$ cat src/rtl/bsg_manycore_resp_pkg.sv
// bsg_manycore_resp_pkg: op encodings, packet layouts and width helpers for the store responder.
package bsg_manycore_resp_pkg;
    localparam int op_width_gp = 2;
    localparam int ret_pad_width_gp = 5;
    localparam int def_x_cord_width_gp = 4;
    localparam int def_y_cord_width_gp = 4;
    localparam int def_data_width_gp = 32;
    localparam int def_addr_width_gp = 32;

    typedef enum logic [op_width_gp-1:0] {
        e_op_store    = 2'd0,
        e_op_freeze   = 2'd1,
        e_op_unfreeze = 2'd2
    } op_e;

    // Reference layouts at the default widths; the top rebuilds them from its parameters.
    typedef struct packed {
        logic [op_width_gp-1:0]           op;
        logic [def_data_width_gp/8-1:0]   mask;
        logic [def_data_width_gp-1:0]     data;
        logic [def_addr_width_gp-1:0]     addr;
        logic [def_y_cord_width_gp-1:0]   from_y;
        logic [def_x_cord_width_gp-1:0]   from_x;
        logic [def_y_cord_width_gp-1:0]   y;
        logic [def_x_cord_width_gp-1:0]   x;
    } req_packet_s;

    typedef struct packed {
        logic [ret_pad_width_gp-1:0]      pad;
        logic [def_y_cord_width_gp-1:0]   from_y;
        logic [def_x_cord_width_gp-1:0]   from_x;
    } ret_packet_s;

    function automatic int req_packet_width(int x_w, int y_w, int d_w, int a_w);
        return op_width_gp + d_w / 8 + d_w + a_w + 2 * (x_w + y_w);
    endfunction

    function automatic int ret_packet_width(int x_w, int y_w);
        return ret_pad_width_gp + x_w + y_w;
    endfunction

    function automatic logic is_known_op(logic [op_width_gp-1:0] op);
        return op == e_op_store || op == e_op_freeze || op == e_op_unfreeze;
    endfunction
endpackage

$ cat src/rtl/bsg_manycore_ret_fifo.sv
// bsg_manycore_ret_fifo: 1r1w return-packet queue with registered storage and an occupancy count.
module bsg_manycore_ret_fifo #(
    parameter int width_p = 13,
    parameter int els_p = 4,
    localparam int count_width_lp = $clog2(els_p + 1),
    localparam int ptr_width_lp = $clog2(els_p)
) (
    input  logic                      clk_i,
    input  logic                      reset_i,
    input  logic                      v_i,
    input  logic [width_p-1:0]        data_i,
    input  logic                      yumi_i,
    output logic                      v_o,
    output logic [width_p-1:0]        data_o,
    output logic [count_width_lp-1:0] count_o
);
    logic [width_p-1:0] mem [els_p];
    logic [ptr_width_lp-1:0] rptr, wptr;
    logic enq, deq;

    function automatic logic [ptr_width_lp-1:0] next_ptr(logic [ptr_width_lp-1:0] p);
        return p == ptr_width_lp'(els_p - 1) ? '0 : p + 1'b1;
    endfunction

    assign v_o = count_o != '0;
    assign data_o = mem[rptr];
    assign deq = yumi_i & v_o;
    assign enq = v_i & (count_o != count_width_lp'(els_p) | deq);

    always_ff @(posedge clk_i or posedge reset_i) begin
        if (reset_i) begin
            rptr <= '0;
            wptr <= '0;
            count_o <= '0;
        end else begin
            if (enq) wptr <= next_ptr(wptr);
            if (deq) rptr <= next_ptr(rptr);
            count_o <= count_o + count_width_lp'(enq) - count_width_lp'(deq);
        end
    end

    always_ff @(posedge clk_i) begin
        if (enq) mem[wptr] <= data_i;
    end
endmodule

$ cat src/rtl/bsg_manycore_store_responder.sv
// bsg_manycore_store_responder: buffers one request, issues stores, queues returns, tracks freeze.
// Optional BSG_MANYCORE_RET_SELF_SUPPRESS_EN drops returns for stores originating from this tile.
module bsg_manycore_store_responder
    import bsg_manycore_resp_pkg::*;
#(
    parameter int x_cord_width_p = 4,
    parameter int y_cord_width_p = 4,
    parameter int data_width_p = 32,
    parameter int addr_width_p = 32,
    parameter int ret_els_p = 4,
    localparam int packet_width_lp = req_packet_width(x_cord_width_p, y_cord_width_p, data_width_p, addr_width_p),
    localparam int ret_packet_width_lp = ret_packet_width(x_cord_width_p, y_cord_width_p)
) (
    input  logic                           clk_i,
    input  logic                           reset_i,
    input  logic                           v_i,
    input  logic [packet_width_lp-1:0]     data_i,
    output logic                           ready_o,
    output logic                           mem_v_o,
    output logic [addr_width_p-1:0]        mem_addr_o,
    output logic [data_width_p-1:0]        mem_data_o,
    output logic [data_width_p/8-1:0]      mem_mask_o,
    input  logic                           mem_yumi_i,
    output logic                           ret_v_o,
    output logic [ret_packet_width_lp-1:0] ret_data_o,
    input  logic                           ret_ready_i,
    input  logic [x_cord_width_p-1:0]      my_x_i,
    input  logic [y_cord_width_p-1:0]      my_y_i,
    output logic                           freeze_o,
    output logic                           err_o
);
    localparam int count_width_lp = $clog2(ret_els_p + 1);

    typedef struct packed {
        logic [op_width_gp-1:0]      op;
        logic [data_width_p/8-1:0]   mask;
        logic [data_width_p-1:0]     data;
        logic [addr_width_p-1:0]     addr;
        logic [y_cord_width_p-1:0]   from_y;
        logic [x_cord_width_p-1:0]   from_x;
        logic [y_cord_width_p-1:0]   y;
        logic [x_cord_width_p-1:0]   x;
    } req_s;

    typedef enum logic [1:0] {e_idle, e_decode, e_issue} state_e;

    state_e state;
    req_s req, req_in;
    logic [count_width_lp-1:0] ret_count;
    logic [ret_packet_width_lp-1:0] ret_pkt;
    logic commit, enq, unused;

    assign req_in = req_s'(data_i);
    assign ready_o = state == e_idle;
    // Slot check uses the registered count so a store never relies on a same-cycle dequeue.
    assign mem_v_o = state == e_issue && ret_count != count_width_lp'(ret_els_p);
    assign commit = mem_v_o & mem_yumi_i;
    assign mem_addr_o = req.addr;
    assign mem_data_o = req.data;
    assign mem_mask_o = req.mask;
    assign ret_pkt = {{ret_pad_width_gp{1'b0}}, req.from_y, req.from_x};
    assign unused = ^{req.y, req.x, my_x_i, my_y_i};

`ifdef BSG_MANYCORE_RET_SELF_SUPPRESS_EN
    assign enq = commit & ~(req.from_x == my_x_i && req.from_y == my_y_i);
`else
    assign enq = commit;
`endif

    always_ff @(posedge clk_i or posedge reset_i) begin
        if (reset_i) begin
            state <= e_idle;
            req <= '0;
            freeze_o <= 1'b1;
            err_o <= 1'b0;
        end else begin
            err_o <= 1'b0;
            case (state)
                e_idle: if (v_i) begin
                    req <= req_in;
                    err_o <= !is_known_op(req_in.op);
                    state <= e_decode;
                end
                e_decode: begin
                    state <= req.op == e_op_store ? e_issue : e_idle;
                    freeze_o <= req.op == e_op_freeze ? 1'b1 : req.op == e_op_unfreeze ? 1'b0 : freeze_o;
                end
                e_issue: if (commit) state <= e_idle;
                default: state <= e_idle;
            endcase
        end
    end

    bsg_manycore_ret_fifo #(
        .width_p(ret_packet_width_lp),
        .els_p(ret_els_p)
    ) ret_fifo (
        .clk_i(clk_i),
        .reset_i(reset_i),
        .v_i(enq),
        .data_i(ret_pkt),
        .yumi_i(ret_ready_i),
        .v_o(ret_v_o),
        .data_o(ret_data_o),
        .count_o(ret_count)
    );
endmodule
$ cat config.mk
export PLATFORM = sky130hd
export DESIGN_NAME = bsg_manycore_store_responder
export DESIGN_NICKNAME = d
export VERILOG_FILES = /design/src/rtl/bsg_manycore_resp_pkg.sv /design/src/rtl/bsg_manycore_ret_fifo.sv /design/src/rtl/bsg_manycore_store_responder.sv
export SDC_FILE = /design/constraint.sdc
export NUM_CORES = 1
export LEC_CHECK = 0
export ABC_AREA = 0
export BUFFER_PORTS_ARGS = -buffer_cell sky130_fd_sc_hd__buf_4
export CORE_AREA = 3 3 121 123
export CTS_CLUSTER_DIAMETER = 60
export DETAILED_ROUTE_END_ITERATION = 6
export DIE_AREA = 0 0 124 126
export GPL_ROUTABILITY_DRIVEN = 0
export HOLD_SLACK_MARGIN = 0.05
export PLACE_DENSITY_LB_ADDON = 0.12
export RECOVER_POWER = 50
export SYNTH_ARGS = -nofsm -noshare
export SYNTH_HDL_FRONTEND = slang
export SYNTH_HIERARCHICAL = 1
export SYNTH_SLANG_ARGS = --single-unit
$ cat constraint.sdc
create_clock -name clk_i -period 2.45 [get_ports clk_i]
set_input_delay 0.245 -clock clk_i [delete_from_list [all_inputs] [get_ports clk_i]]
set_output_delay 0.245 -clock clk_i [all_outputs]
set_load 0.02 [all_outputs]
* Yosys cells after proc, flatten, opt, wreduce, memory -nomap -nowiden *
Memory sizes are Yosys's and may differ from the RTL's.
Index checks and enable logic that the tools add are counted.

word-level totals
  bits in registers = 89
  memory bits (writable) = 32
  bits of input ports = 99
  output and inout port bits = 86
  logic and storage cells = 56
  memories = 1

memories
  memory        depth  width  read ports  clocked after Yosys merged registers in  wr ports  line                         text
  ret_fifo.mem  4      8      1           0                                        1         bsg_manycore_ret_fifo.sv:17  logic [width_p-1:0] mem [els_p];

cells by class
  add/sub/neg operators = 4
  eq/ne operators = 11
  multiplexer cells = 12
  bitwise logic cells = 4
  reductions and logical operators = 12

operators with widths
  cell                                                 count
  equality test 2 bit, second input constant           5
  two-way mux 2 bit                                    5
  equality test 2 x 1 -> 1 bit, second input constant  3
  logical NOT 2 bit                                    3
  two-way mux 1 bit                                    6
  case mux 2 bit (3 select lines)                      1
  AND reduction 2 bit                                  3
  adder 2 x 1 -> 2 bit, second input constant          2
  adder 3 x 1 -> 3 bit                                 1
  bitwise AND 1 bit                                    3
  != test 3 bit, second input constant                 1
  nonzero test 3 bit                                   1
  subtractor 3 x 1 -> 3 bit                            1
  logical OR 1 bit                                     2
  != test 2 x 1 -> 1 bit, second input constant        1
  != test 2 bit, second input constant                 1
  nonzero test 2 bit                                   1
  logical AND 1 bit                                    1
  logical NOT 1 bit                                    1
  bitwise OR 1 bit                                     1

* Depth between registers and ports, before layout *
Gate-level depths: netlist of run 1.

  word-level depth = 6
  mapped depth = 12
  mapped depth without buffers = 12

* Modules after synthesis *
Netlist of run 1, hierarchy kept.

modules (own cells, without submodules)
  module                        instances  cells an instance  area each (µm²)  sequential area each (µm²)
  bsg_manycore_store_responder  1          256                4,036.4          2,053.2
  bsg_manycore_ret_fifo         1          107                2,328.5          1,736.7

* Worst setup path before layout of run 1 *
No wires, ideal clock.

  kind = register to register
  start = register state[0]
  end = register ret_fifo.count_o[2]
  library setup time = 127 ps
  data arrival time = 2,454 ps
  data required time = 2,323 ps
  path slack = -131 ps
  stages on the path, launching flop included = 13
  path buffers = 0
  period minus slack after synthesis = 2,581 ps
  path through = dfrtp_1 > or2b_1 > nor2_1 > and2_1 > o41a_4 > inv_1 > ha_1 > inv_1 > ha_1 > inv_1 > fa_1 > xnor2_1 > xnor2_1

between the ends
  longest elaborated chain between the ends = 6

RTL lines
  element                    line                                text
  start: declaration         bsg_manycore_store_responder.sv:47  state_e state;
  start signal: assignment   bsg_manycore_store_responder.sv:72  state <= e_idle;
  start signal: assignment   bsg_manycore_store_responder.sv:82  state <= e_decode;
  start signal: assignment   bsg_manycore_store_responder.sv:85  state <= req.op == e_op_store ? e_issue : e_idle;
  equality test 2 bit        bsg_manycore_store_responder.sv:56  assign mem_v_o = state == e_issue && ret_count != count_width_lp'(ret_els_p);
  logical AND 1 bit          bsg_manycore_store_responder.sv:56
  via mem_v_o                bsg_manycore_store_responder.sv:19  output logic mem_v_o,
  bitwise AND 1 bit          bsg_manycore_store_responder.sv:57  assign commit = mem_v_o & mem_yumi_i;
  via commit                 bsg_manycore_store_responder.sv:51  logic commit, enq, unused;
  bitwise AND 1 bit          bsg_manycore_ret_fifo.sv:28         assign enq = v_i & (count_o != count_width_lp'(els_p) | deq);
  adder 3 x 1 -> 3 bit       bsg_manycore_ret_fifo.sv:38         count_o <= count_o + count_width_lp'(enq) - count_width_lp'(deq);
  subtractor 3 x 1 -> 3 bit  bsg_manycore_ret_fifo.sv:38
  end signal: assignment     bsg_manycore_ret_fifo.sv:38
  end: declaration           bsg_manycore_ret_fifo.sv:15         output logic [count_width_lp-1:0] count_o

The timed path passes the listed nets, and every way through them passes these cells.
A chain may end at the register's enable or synchronous reset.

* Worst setup path after layout of run 1 *
  start = register ret_fifo.count_o[1]
  end = register ret_fifo.count_o[2]

between the ends
  longest elaborated chain between the ends = 6
  elaborated cells on any way between the ends = 9
  those cells by class = add/sub: 2; eq/ne: 1; bitwise: 4; reduce/logical: 2

RTL lines
  element                                                 line
  != test 3 bit or nonzero test 3 bit (tied branches)     bsg_manycore_ret_fifo.sv:28, bsg_manycore_store_responder.sv:56, bsg_manycore_ret_fifo.sv:25
  logical AND 1 bit or bitwise AND 1 bit (tied branches)  bsg_manycore_store_responder.sv:56, bsg_manycore_ret_fifo.sv:27
  bitwise AND 1 bit or bitwise OR 1 bit (tied branches)   bsg_manycore_store_responder.sv:57, bsg_manycore_ret_fifo.sv:28
  bitwise AND 1 bit                                       bsg_manycore_ret_fifo.sv:28
  adder 3 x 1 -> 3 bit                                    bsg_manycore_ret_fifo.sv:38
  subtractor 3 x 1 -> 3 bit (*)                           bsg_manycore_ret_fifo.sv:38

Mark *: on every way between the ends. The rest lies on a longest branch, timed or not.

==> out/qor.yml, run 1 <==
synthesis:
  syn_avg_cell_area_sq_um: 17.5
  ys_warn_count: 6
  ys_types: 28
  ys_seq_area_share_pct: 59.5
  syn_area_sq_mm: 0.00636
  ys_ff_latch: 141
  synth_cells: 363
clock_tree:
  cts_root_buf: "clkbuf_16"
  path_clk_slew_ns: 0.06
  cts_tree: "built"
  cts_buffers: 17
  clk_latency_ns: 0.41
  cts_max_path_buffers: 2
  cts.sinks: 141
  cts_max_level: 4
critical_path:
  cp-end-kind: "flop"
  crit_type: "reg -> reg"
  cp_max_fo: 4
  start_kind: "flop"
  worstPathArrival_ns: 2.64
  crit_required_ns: 2.73
  crit_start: "ret_fifo/count_o[1]"
  worstReg2RegStart: "ret_fifo/count_o[1]"
timing:
  fin_skew_ns: 0.00734
  fin_crit_sh_pct: 96.2
  hold_ws_ns: 0.0731
  setup_viol: 0
  hold_viol: 0
  clock.fmax_ghz: 0.424
  tns_ns: 0
  tightestPinTransition_ns: 1.03
  grt_setup_unrepaired: "false"
  finalMaxSlewViolations: 0
  relSlewSlack_pct: 30.9
  fin_crit_ns: 2.36
cells_and_area:
  layout-drive-gt1-share_pct: 45.8
  diodes: 0
  nets: 672
  ff_latch_area_sq_mm: 0.00379
  area_growth_pct: 31.0
  fillers: 1117
  multiInputGateArea_sq_mm: 0.00192
pwr:
  ir_drop_mv: 0.628
  p_per_area_mw_per_mm2: 1250
  p_leak_nw: 3.69
worst_hold_path:
  min_path_type: "in -> reg"
  hp-start: "data_i[77]"
grt:
  grt_pass1_wl_um: 19300
  grt.overflow.total: 0
  grt_max_degree: 62
  grt_pass1_vias: 3794
  grt_usage_pct: 16.4
  antenna_found_initial: 0
die:
  dieArea_sq_mm: 0.0156
  die_h_um: 126
  dieWidth_um: 124
  io_pins: 185
  floorplan.initialDensity_pct: 46.2
  core-area_sq_mm: 0.0138
  fp-row-count: 43
route:
  drc: 0
  vias: 3378
  post_drt_wl_per_cell_um: 15.8
  first_pass_iters: 4
  viasPerCell: 4.47
  first_iter_violations: 208
  wl_um: 11900
  ant_nets: 0
job:
  drv_cap: 0
placed_design:
  io_buffers: 168
  hpwlAfterDp_um: 7810
outcome:
  status: "finished clean"
[layout make-up]
cell class | instances | area share [%]
clock inverters | 12 | 1.46
flip-flops and latches | 141 | 45.5
inverters | 12 | 0.555
repair buffers | 242 | 21.6
multi-input cells | 149 | 23.0
clock buffers | 20 | 5.24
well taps | 180 | 2.70
[cells by family (layout without fill, tap and decap cells)]
kind of cell             count (synthesis)  count (layout)  synth area share, %
buffers and inverters                   92             286                 11.8
other                                    1              20               0.0589
flip-flops                             141             141                 59.5
XOR/XNOR                                 2               2                0.275
AND/OR/NAND/NOR                         19              19                 1.77
adder cells (fa/ha/maj)                 10              10                 2.08
multiplexers                            96              96                 24.0
AO/OA/AOI/OAI                            2               2                0.433
[final timing paths]
| kind | slack [ns] | cells past startpoint | to |
|---|---|---|---|
| setup / recovery | 0.09 | 10 | ret_fifo/count_o[2] |
| hold reg to reg | 0.51 | 1 | mem_addr_o[22] |
| setup reg to reg | 0.09 | 10 | ret_fifo/count_o[2] |
| max in group asynchronous | 0.46 | 4 | mem_data_o[13] |
| min in group asynchronous | 0.34 | 3 | ret_fifo/wptr[0] |
| hold / removal | 0.07 | 2 | mem_data_o[29] |
[Yosys cell counts]
cell type   n  share of area (%)
mux4_2     13                4.6
and2_2      4               0.47
and2_4      1               0.14
o41a_4      1               0.33
buf_12      9                2.8
o22ai_1     1              0.098
nand2_1     3               0.18
conb_1      1              0.059
fa_1        1               0.31
inv_2       1              0.059
and3_1      1              0.098
edfxtp_1   52                 25
ha_1        9                1.8
xnor2_1     2               0.28
dfrtp_1    88                 35
or3_2       1               0.12
buf_4      69                8.1
and2_1      1              0.098
mux2_4     80                 19
or2b_1      1               0.12
nor2b_1     1              0.098
buf_2       2               0.16
dfstp_2     1               0.41
nor2_1      4               0.24
inv_1      11               0.65
mux2_2      3               0.53
nor2_2      1              0.098
nor3b_1     1               0.12
[critical path, cell delays in order (launching register included)]
cell	delay (ns)
dfrtp_2	0.44
buf_4	0.16
o41a_4	0.49
inv_2	0.06
ha_1	0.23
inv_1	0.06
ha_1	0.14
inv_1	0.05
fa_2	0.33
xnor2_1	0.20
xnor2_1	0.09
[metal layers]
layer / up-vias / global-route usage, % / share of wire (%)
met1: 1663 / 19.1 / 39
met4: 0 / 6.89 / 2.3
met3: 23 / 5.43 / 6.0
li1: 1588 / - / -
met5: - / 0 / 0
met2: 104 / 27.6 / 52
[where the power goes]
| group | internal, mW | switching, mW | total [mW] | leakage, nW |
|---|---|---|---|---|
| Sequential | 3.32 | 0.564 | 3.89 | 1.51 |
| Clock | 1.49 | 0.934 | 2.42 | 0.273 |
| Combinational | 2.11 | 1.99 | 4.10 | 1.91 |
| Total | 6.92 | 3.49 | 10.4 | 3.69 |
[what timing repair did]
item | 4_1_cts | 5_1_grt
resized for setup | 2 | 3
setup buffers | 0 | 1
endpoints found under the hold margin | 92 | 0
setup endpoints to repair | 1 | 1
pin swaps | 0 | 2
hold buffers | 65 | 0
[state kept, by name, indices dropped and copies added, names as in the netlist, 2 cells and up]
signal	flops
mem_data_o	32
ret_fifo/count_o	3
ret_fifo/wptr	2
req	10
mem_addr_o	32
ret_fifo/rptr	2
mem_mask_o	4
state	2
ret_fifo/mem	52
[stage by stage]
step | worst slack [ns] | instance area (sq um) | util [%] | power (mW) | instances
finish | 0.0930 | 8340 | 60.5 | 10.4 | 756
global route | 0.00642 | 8340 | 60.5 | 11.0 | 756
CTS | 0.00472 | 8530 | 61.9 | 10.9 | 755
detailed placement | -0.00804 | 7310 | 53.1 | 8.31 | 658
global placement | 0.103 | 7310 | 53.1 | 8.24 | 658
floorplan | 0.0332 | 6450 | - | 7.61 | 382
[cells in the final DEF (no fill, tap or decap), types with 9 or more instances in the layout]
cell type	Yosys	layout
mux4_2	13	13
buf_4	69	123
dfrtp_1	88	87
clkbuf_1	0	55
mux2_4	80	80
edfxtp_1	52	52
dlygate4sd3_1	0	65
conb_1	1	20
clkbuf_16	0	17
inv_1	11	9
ha_1	9	9
Note: power is estimated with default switching activity, not from simulation.
==> run 2: changes to the inputs <==
--- a/config.mk
+++ b/config.mk
@@ -15,6 +15,7 @@
 export HOLD_SLACK_MARGIN = 0.05
 export PLACE_DENSITY_LB_ADDON = 0.12
 export RECOVER_POWER = 50
+export SETUP_SLACK_MARGIN = 0.2
 export SYNTH_ARGS = -nofsm -noshare
 export SYNTH_HDL_FRONTEND = slang
 export SYNTH_HIERARCHICAL = 1
==> run 2 against run 1 <==
Net effect:
- count of clock-buffer cells in the layout is 2 lower
- flip-flop and latch count stayed put
- worst hold slack worse by 0.0058 ns
- critical endpoint unchanged
- largest cell class unchanged
- highest routed layer unchanged
==> out/qor.yml, run 2 (same netlist as run 1, synthesis figures left out) <==
clock_tree:
  cts_root_buf: "clkbuf_16"  # unchanged
  cts_tree: "built"  # unchanged
  clk_latency_ns: 0.41  # about the same
  cts_buffers: 17  # unchanged
  cts.sinks: 141  # unchanged
  cts_max_level: 4  # unchanged
  cts_max_path_buffers: 2  # unchanged
  path_clk_slew_ns: 0.06  # about the same
placed_design:
  dp.cells: 655  # was 658
  io_buffers: 168  # unchanged
  hpwlAfterDp_um: 7890  # was 7810 um
timing:
  hold_viol: 0  # unchanged
  fin_skew_ns: 0.00764  # was 0.00734 ns
  hold_ws_ns: 0.0673  # was 0.0731 ns
  tns_ns: 0  # unchanged
  clock.fmax_ghz: 0.450  # was 0.424 GHz
  fin_crit_sh_pct: 90.6  # was 96.2%
  setup_viol: 0  # unchanged
  relSlewSlack_pct: 31.1  # was 30.9%
  grt_setup_unrepaired: "true"  # was false
  tightestPinTransition_ns: 1.03  # about the same
  fin_crit_ns: 2.22  # was 2.36 ns
  finalMaxSlewViolations: 0  # unchanged
worst_hold_path:
  hp-start: "data_i[69]"  # was data_i[77]
  min_path_type: "in -> reg"  # unchanged
die:
  core-area_sq_mm: 0.0138  # unchanged
  fp-row-count: 43  # unchanged
  dieWidth_um: 124  # unchanged
  io_pins: 185  # unchanged
  dieArea_sq_mm: 0.0156  # unchanged
  die_h_um: 126  # unchanged
  floorplan.initialDensity_pct: 46.2  # unchanged
pwr:
  swShare_pct: 33.7  # was 33.5%
  p_leak_nw: 3.68  # was 3.69 nW
  clkPwrFrac_pct: 24.7  # was 23.3%
  ir_drop_mv: 0.751  # was 0.628 mV
  p_int_mw: 7.08  # was 6.92 mW
  p_per_area_mw_per_mm2: 1280  # was 1250 mW/mm^2
  p_comb_share_pct: 38.7  # was 39.4%
  p_sw_mw: 3.60  # was 3.49 mW
  pwr-share-seq_pct: 36.6  # was 37.3%
  p_total_mw: 10.7  # was 10.4 mW
route:
  viasPerCell: 4.44  # was 4.47
  vias: 3325  # was 3378
  first_iter_violations: 140  # was 208
  wl_um: 11900  # about the same
  post_drt_wl_per_cell_um: 15.9  # was 15.8 um
  drc: 0  # unchanged
  ant_nets: 0  # unchanged
  first_pass_iters: 4  # unchanged
grt:
  grt.overflow.total: 0  # unchanged
  grt_pass1_wl_um: 19300  # about the same
  grt_pass1_vias: 3739  # was 3794
  antenna_found_initial: 0  # unchanged
  grt_usage_pct: 16.3  # was 16.4%
  grt_max_degree: 60  # was 62
cells_and_area:
  final_cell_mix: "122 x buf_4, 85 x dfrtp_1, 80 x mux2_4"  # was 123 x buf_4, 87 x dfrtp_1, 80 x mux2_4
  diodes: 0  # unchanged
  top_register: "ret_fifo/mem"  # unchanged
  utilization_pct: 60.6  # was 60.5%
  multiInputGateArea_sq_mm: 0.00196  # was 0.00192 sq mm
  ff_latch_area_sq_mm: 0.00379  # about the same
  largest_reg_flops: 52  # unchanged
  layout-drive-gt1-share_pct: 48.5  # was 45.8%
  area_growth_pct: 31.2  # was 31.0%
  fin_cells: 749  # was 756
  layout_commonest_cell: "buf_4"  # unchanged
  fillers: 1106  # was 1117
  nets: 665  # was 672
job:
  drv_cap: 0  # unchanged
critical_path:
  cp-end-kind: "flop"  # unchanged
  cp_max_fo: 2  # was 4
  worstPathArrival_ns: 2.51  # was 2.64 ns
  crit_start: "state[0]"  # was ret_fifo/count_o[1]
  start_kind: "flop"  # unchanged
  crit_required_ns: 2.74  # was 2.73 ns
  crit_type: "reg -> reg"  # unchanged
  worstReg2RegStart: "state[0]"  # was ret_fifo/count_o[1]
outcome:
  status: "finished clean"  # unchanged
-- run 2: power groups by stage --
stage / Combinational (mW) / Sequential [mW] / Clock (mW)
floorplan: 3.93 / 3.74 / 0
global placement: 4.36 / 3.91 / 0
detailed placement: 4.43 / 3.93 / 0
CTS: 4.56 / 3.93 / 2.71
global route: 4.41 / 4.03 / 2.81
finish: 4.13 / 3.91 / 2.64
-- run 2: critical path, stage by stage (launching register included) --
cell and delay, ns:
dfrtp_1 0.38, or2b_1 0.27, nor2_4 0.12, and2_4 0.14, o41a_4 0.14, inv_2 0.04
ha_4 0.20, inv_2 0.06, ha_4 0.11, inv_2 0.03, fa_2 0.35, xnor2_2 0.15
xnor2_1 0.12
-- run 2: path summary, 6_finish.rpt --
path	to	slack, ns	depth (start not counted)
max	ret_fifo/count_o[2]	0.23	12
min	mem_data_o[21]	0.07	2
max reg2reg	ret_fifo/count_o[2]	0.23	12
min reg2reg	mem_mask_o[2]	0.51	1
max in group asynchronous	mem_data_o[22]	0.50	4
min in group asynchronous	ret_fifo/rptr[1]	0.33	3
-- run 2: metal layers --
metal  track usage (%)  vias up  part of all wire [%]
li1                  -     1574                     -
met5                 0        -                     0
met2              27.9      106                    53
met4              5.22        0                   1.1
met3              5.88       12                   6.1
met1              18.9     1633                    39
-- run 2: timing repair --
item,in CTS,in global routing
buffers inserted,5,0
gates cloned,0,0
hold buffers,55,2
pin swaps,3,1
endpoints found under the hold margin,78,2
endpoints found under the setup margin,2,1
resized for setup,5,1
-- run 2: metrics by stage --
step	setup WS (ns)	instance area, sq um
3_5_place_dp	0.0665	7330
5_1_grt	0.124	8350
3_3_place_gp	0.148	7330
4_1_cts	0.216	8550
2_1_floorplan	0.0941	6490
6_report	0.229	8350
-- run 2: final cells by class --
| class | instances | area share [%] |
|---|---|---|
| inverter | 12 | 0.554 |
| multi-input combinational | 149 | 23.5 |
| clock inverter | 14 | 2.17 |
| timing repair buffer | 235 | 20.5 |
| clock buffer | 18 | 5.14 |
| tap | 180 | 2.70 |
| sequential | 141 | 45.4 |
==> run 3: changes to the inputs <==
--- a/config.mk
+++ b/config.mk
@@ -7,16 +7,15 @@
 export LEC_CHECK = 0
 export ABC_AREA = 0
 export BUFFER_PORTS_ARGS = -buffer_cell sky130_fd_sc_hd__buf_4
-export CORE_AREA = 3 3 121 123
+export CORE_AREA = 3 3 113 115
 export CTS_CLUSTER_DIAMETER = 60
 export DETAILED_ROUTE_END_ITERATION = 6
-export DIE_AREA = 0 0 124 126
+export DIE_AREA = 0 0 116 118
 export GPL_ROUTABILITY_DRIVEN = 0
 export HOLD_SLACK_MARGIN = 0.05
-export PLACE_DENSITY_LB_ADDON = 0.12
+export PLACE_DENSITY = 0.78
 export RECOVER_POWER = 50
 export SETUP_SLACK_MARGIN = 0.2
 export SYNTH_ARGS = -nofsm -noshare
 export SYNTH_HDL_FRONTEND = slang
-export SYNTH_HIERARCHICAL = 1
 export SYNTH_SLANG_ARGS = --single-unit
==> constraint.sdc (replaced) <==
create_clock -name clk_i -period 2.45 [get_ports clk_i]
set_input_delay 0.245 -clock clk_i [delete_from_list [all_inputs] [get_ports clk_i]]
set_output_delay 0.245 -clock clk_i [all_outputs]
set_load 0.1 [all_outputs]
==> run 3 against run 2 <==
Net effect:
- setup slack better by 0.073 ns
- area after synthesis is 17% lower
- cell count is 11% lower
- wire length is 11% lower
- count of clock-buffer cells in the layout stayed put
- non-clock buffer count is 6 lower
- via count is 7.3% lower
- design area is 15% lower
- register-to-register slack better by 0.07 ns
- critical endpoint is now mem_addr_o[27]
==> out/qor.yml, run 3 <==
outcome:
  status: "finished clean"  # unchanged
synthesis:
  syn_avg_cell_area_sq_um: 15.5  # was 17.5 sq um
  synth_edf_count: 32  # was 52
  yosys-top-cells-area: "dfrtp_1 42%, edfxtp_1 18%, mux2_1 17%"  # was dfrtp_1 35%, edfxtp_1 25%, mux2_4 19%
  synth_common_cells: "88 x dfrtp_1, 78 x mux2_1, 74 x buf_4"  # was 88 x dfrtp_1, 80 x mux2_4, 69 x buf_4
  synth.most_common_cell: "dfrtp_1"  # unchanged
  ys_types: 26  # was 28
  ys_warn_count: 0  # was 6
  yosysTopAreaCell: "dfrtp_1"  # unchanged
  synth_cells: 339  # was 363
  synth_top_area_share_pct: 41.8  # was 34.6%
  ys_seq_area_share_pct: 60.5  # was 59.5%
  async_flop_share_pct: 73.6  # was 63.1%
  syn_area_sq_mm: 0.00527  # was 0.00636 sq mm
  ys.flop_type: "dfrtp_1"  # unchanged
  ys_ff_latch: 121  # was 141
route:
  first_iter_violations: 99  # was 140
  ant_nets: 0  # unchanged
  first_pass_iters: 4  # unchanged
  viasPerCell: 4.62  # was 4.44
  drc: 0  # unchanged
  post_drt_wl_per_cell_um: 15.9  # about the same
  wl_um: 10600  # was 11900 um
  wl_met2_um: 5770  # was 6360 um
  met3_length_um: 634  # was 722 um
  vias: 3081  # was 3325
  met1_length_um: 4020  # was 4680 um
  maxUsedRoutingLayer: "met4"  # unchanged
cells_and_area:
  layout-drive-gt1-share_pct: 33.8  # was 48.5%
  fillers: 977  # was 1106
  diodes: 0  # unchanged
  nets: 616  # was 665
  final_cell_mix: "123 x buf_4, 87 x dfrtp_1, 78 x mux2_1"  # was 122 x buf_4, 85 x dfrtp_1, 80 x mux2_4
  layout_commonest_cell: "buf_4"  # unchanged
  area_growth_pct: 34.9  # was 31.2%
  utilization_pct: 59.7  # was 60.6%
timing:
  fin_skew_ns: 0.00722  # was 0.00764 ns
  tightestPinTransition_ns: 1.20  # was 1.03 ns
  fin_crit_ns: 2.15  # was 2.22 ns
  clock.fmax_ghz: 0.466  # was 0.450 GHz
  setup_viol: 0  # unchanged
  relSlewSlack_pct: 19.8  # was 31.1%
  hold_viol: 0  # unchanged
  tns_ns: 0  # unchanged
  fin_crit_sh_pct: 87.7  # was 90.6%
  grt_setup_unrepaired: "false"  # was true
  finalMaxSlewViolations: 0  # unchanged
clock_tree:
  cts_max_path_buffers: 2  # unchanged
  path_clk_slew_ns: 0.06  # about the same
  cts_max_level: 4  # unchanged
  cts_buffers: 17  # unchanged
  cts_root_buf: "clkbuf_16"  # unchanged
  clk_latency_ns: 0.40  # was 0.41 ns
  cts.sinks: 121  # was 141
  cts_tree: "built"  # unchanged
critical_path:
  critPathMaxStageDelay_ns: 0.84  # was 0.38 ns
  crit_required_ns: 2.72  # was 2.74 ns
  start_kind: "flop"  # unchanged
  worstPathArrival_ns: 2.42  # was 2.51 ns
  critPathTopFamily: "buffers and inverters"  # was adder cells
  cp-end-kind: "flop"  # unchanged
  worstPathCellList: "nor2_2 > and2_4 > clkbuf_4 > mux2_1"  # was or2b_1 > nor2_4 > and2_4 > o41a_4 > inv_2 > ha_4 > inv_2 > ha_4 > inv_2 > fa_2 > xnor2_2 > xnor2_1
  path_buf_inv: 1  # was 3
  crit_type: "reg -> reg"  # unchanged
  cp_max_fo: 80  # was 2
  crit_slowest_cell: "clkbuf_4"  # was dfrtp_1
placed_design:
  hpwlAfterDp_um: 6510  # was 7890 um
  io_buffers: 163  # was 168
grt:
  grt_pass1_wl_um: 17500  # was 19300 um
  grt_pass1_vias: 3522  # was 3739
  grt.overflow.total: 0  # unchanged
  antenna_found_initial: 0  # unchanged
  grt_max_degree: 90  # was 60
  grt_usage_pct: 16.7  # was 16.3%
die:
  dieArea_sq_mm: 0.0137  # was 0.0156 sq mm
  fp-row-count: 40  # was 43
  io_pins: 185  # unchanged
  floorplan.initialDensity_pct: 44.2  # was 46.2%
  die_h_um: 118  # was 126 um
  core-area_sq_mm: 0.0119  # was 0.0138 sq mm
  dieWidth_um: 116  # was 124 um
worst_hold_path:
  min_path_type: "in -> reg"  # unchanged
job:
  drv_cap: 0  # unchanged
run 3: cells by family (layout without fill, tap and decap cells):
logic type	after synthesis	after routing	share of synthesized area (%)
mux	91	91	21.2
flops	121	121	60.5
fa+ha+maj	10	10	2.52
buf+inv	95	272	13.2
other cells	1	5	0.0712
xor+xnor	2	2	0.333
simple gates	16	16	1.59
compound gates	3	3	0.570
run 3: timing repair:
item	in CTS	in global routing
hold buffers	64	0
gates resized for setup	1	0
buffers inserted	0	0
endpoints found under the setup margin	8	0
hold endpoints to repair	151	0
run 3: area by class of cell:
class                      count  area (sq um)  area share, %
clock inverter                14           108           1.51
clock buffer                  18           439           6.18
multi-input combinational    127          1410           19.9
timing repair buffer         229          1730           24.3
tap                          147           184           2.59
inverter                      11          45.0          0.634
sequential                   121          3190           44.9
run 3: path summary, 6_finish.rpt:
| check | cells past startpoint | end | slack [ns] | startpoint |
|---|---|---|---|---|
| hold reg to reg | 1 | mem_addr_o[20] | 0.48 | mem_addr_o[20] |
| setup / recovery | 4 | mem_addr_o[27] | 0.30 | state[0] |
| max in group asynchronous | 4 | ret_fifo.rptr[0] | 0.78 | reset_i |
| setup reg to reg | 4 | mem_addr_o[27] | 0.30 | state[0] |
| hold / removal | 2 | mem_data_o[12] | 0.07 | data_i[60] |
| min in group asynchronous | 4 | mem_data_o[3] | 0.87 | reset_i |
run 3: metrics by stage:
step	hold WS (ns)	cells	setup slack, ns	instance area (sq um)
floorplan	0.380	343	0.218	5300
CTS	0.0502	667	0.324	7280
finish	0.0720	667	0.302	7110
global route	0.0548	667	0.182	7110
detailed placement	0.431	571	0.350	6090
global placement	0.426	571	0.379	6090
run 3: worst register-to-register path, stage by stage (launching register included):
cell	delay, ns
dfrtp_1	0.41
nor2_2	0.14
and2_4	0.14
clkbuf_4	0.84
mux2_1	0.50
run 3: routing by layer:
| layer | global-route usage, % | up-vias |
|---|---|---|
| li1 | - | 1433 |
| met1 | 17.9 | 1530 |
| met2 | 29.0 | 100 |
| met3 | 6.22 | 18 |
| met4 | 7.18 | 0 |
| met5 | 0 | - |
Power of run 3 is left out: the tool's default activity adds up to more than one toggle a clock period on the data nets, which glitch-free logic cannot reach.
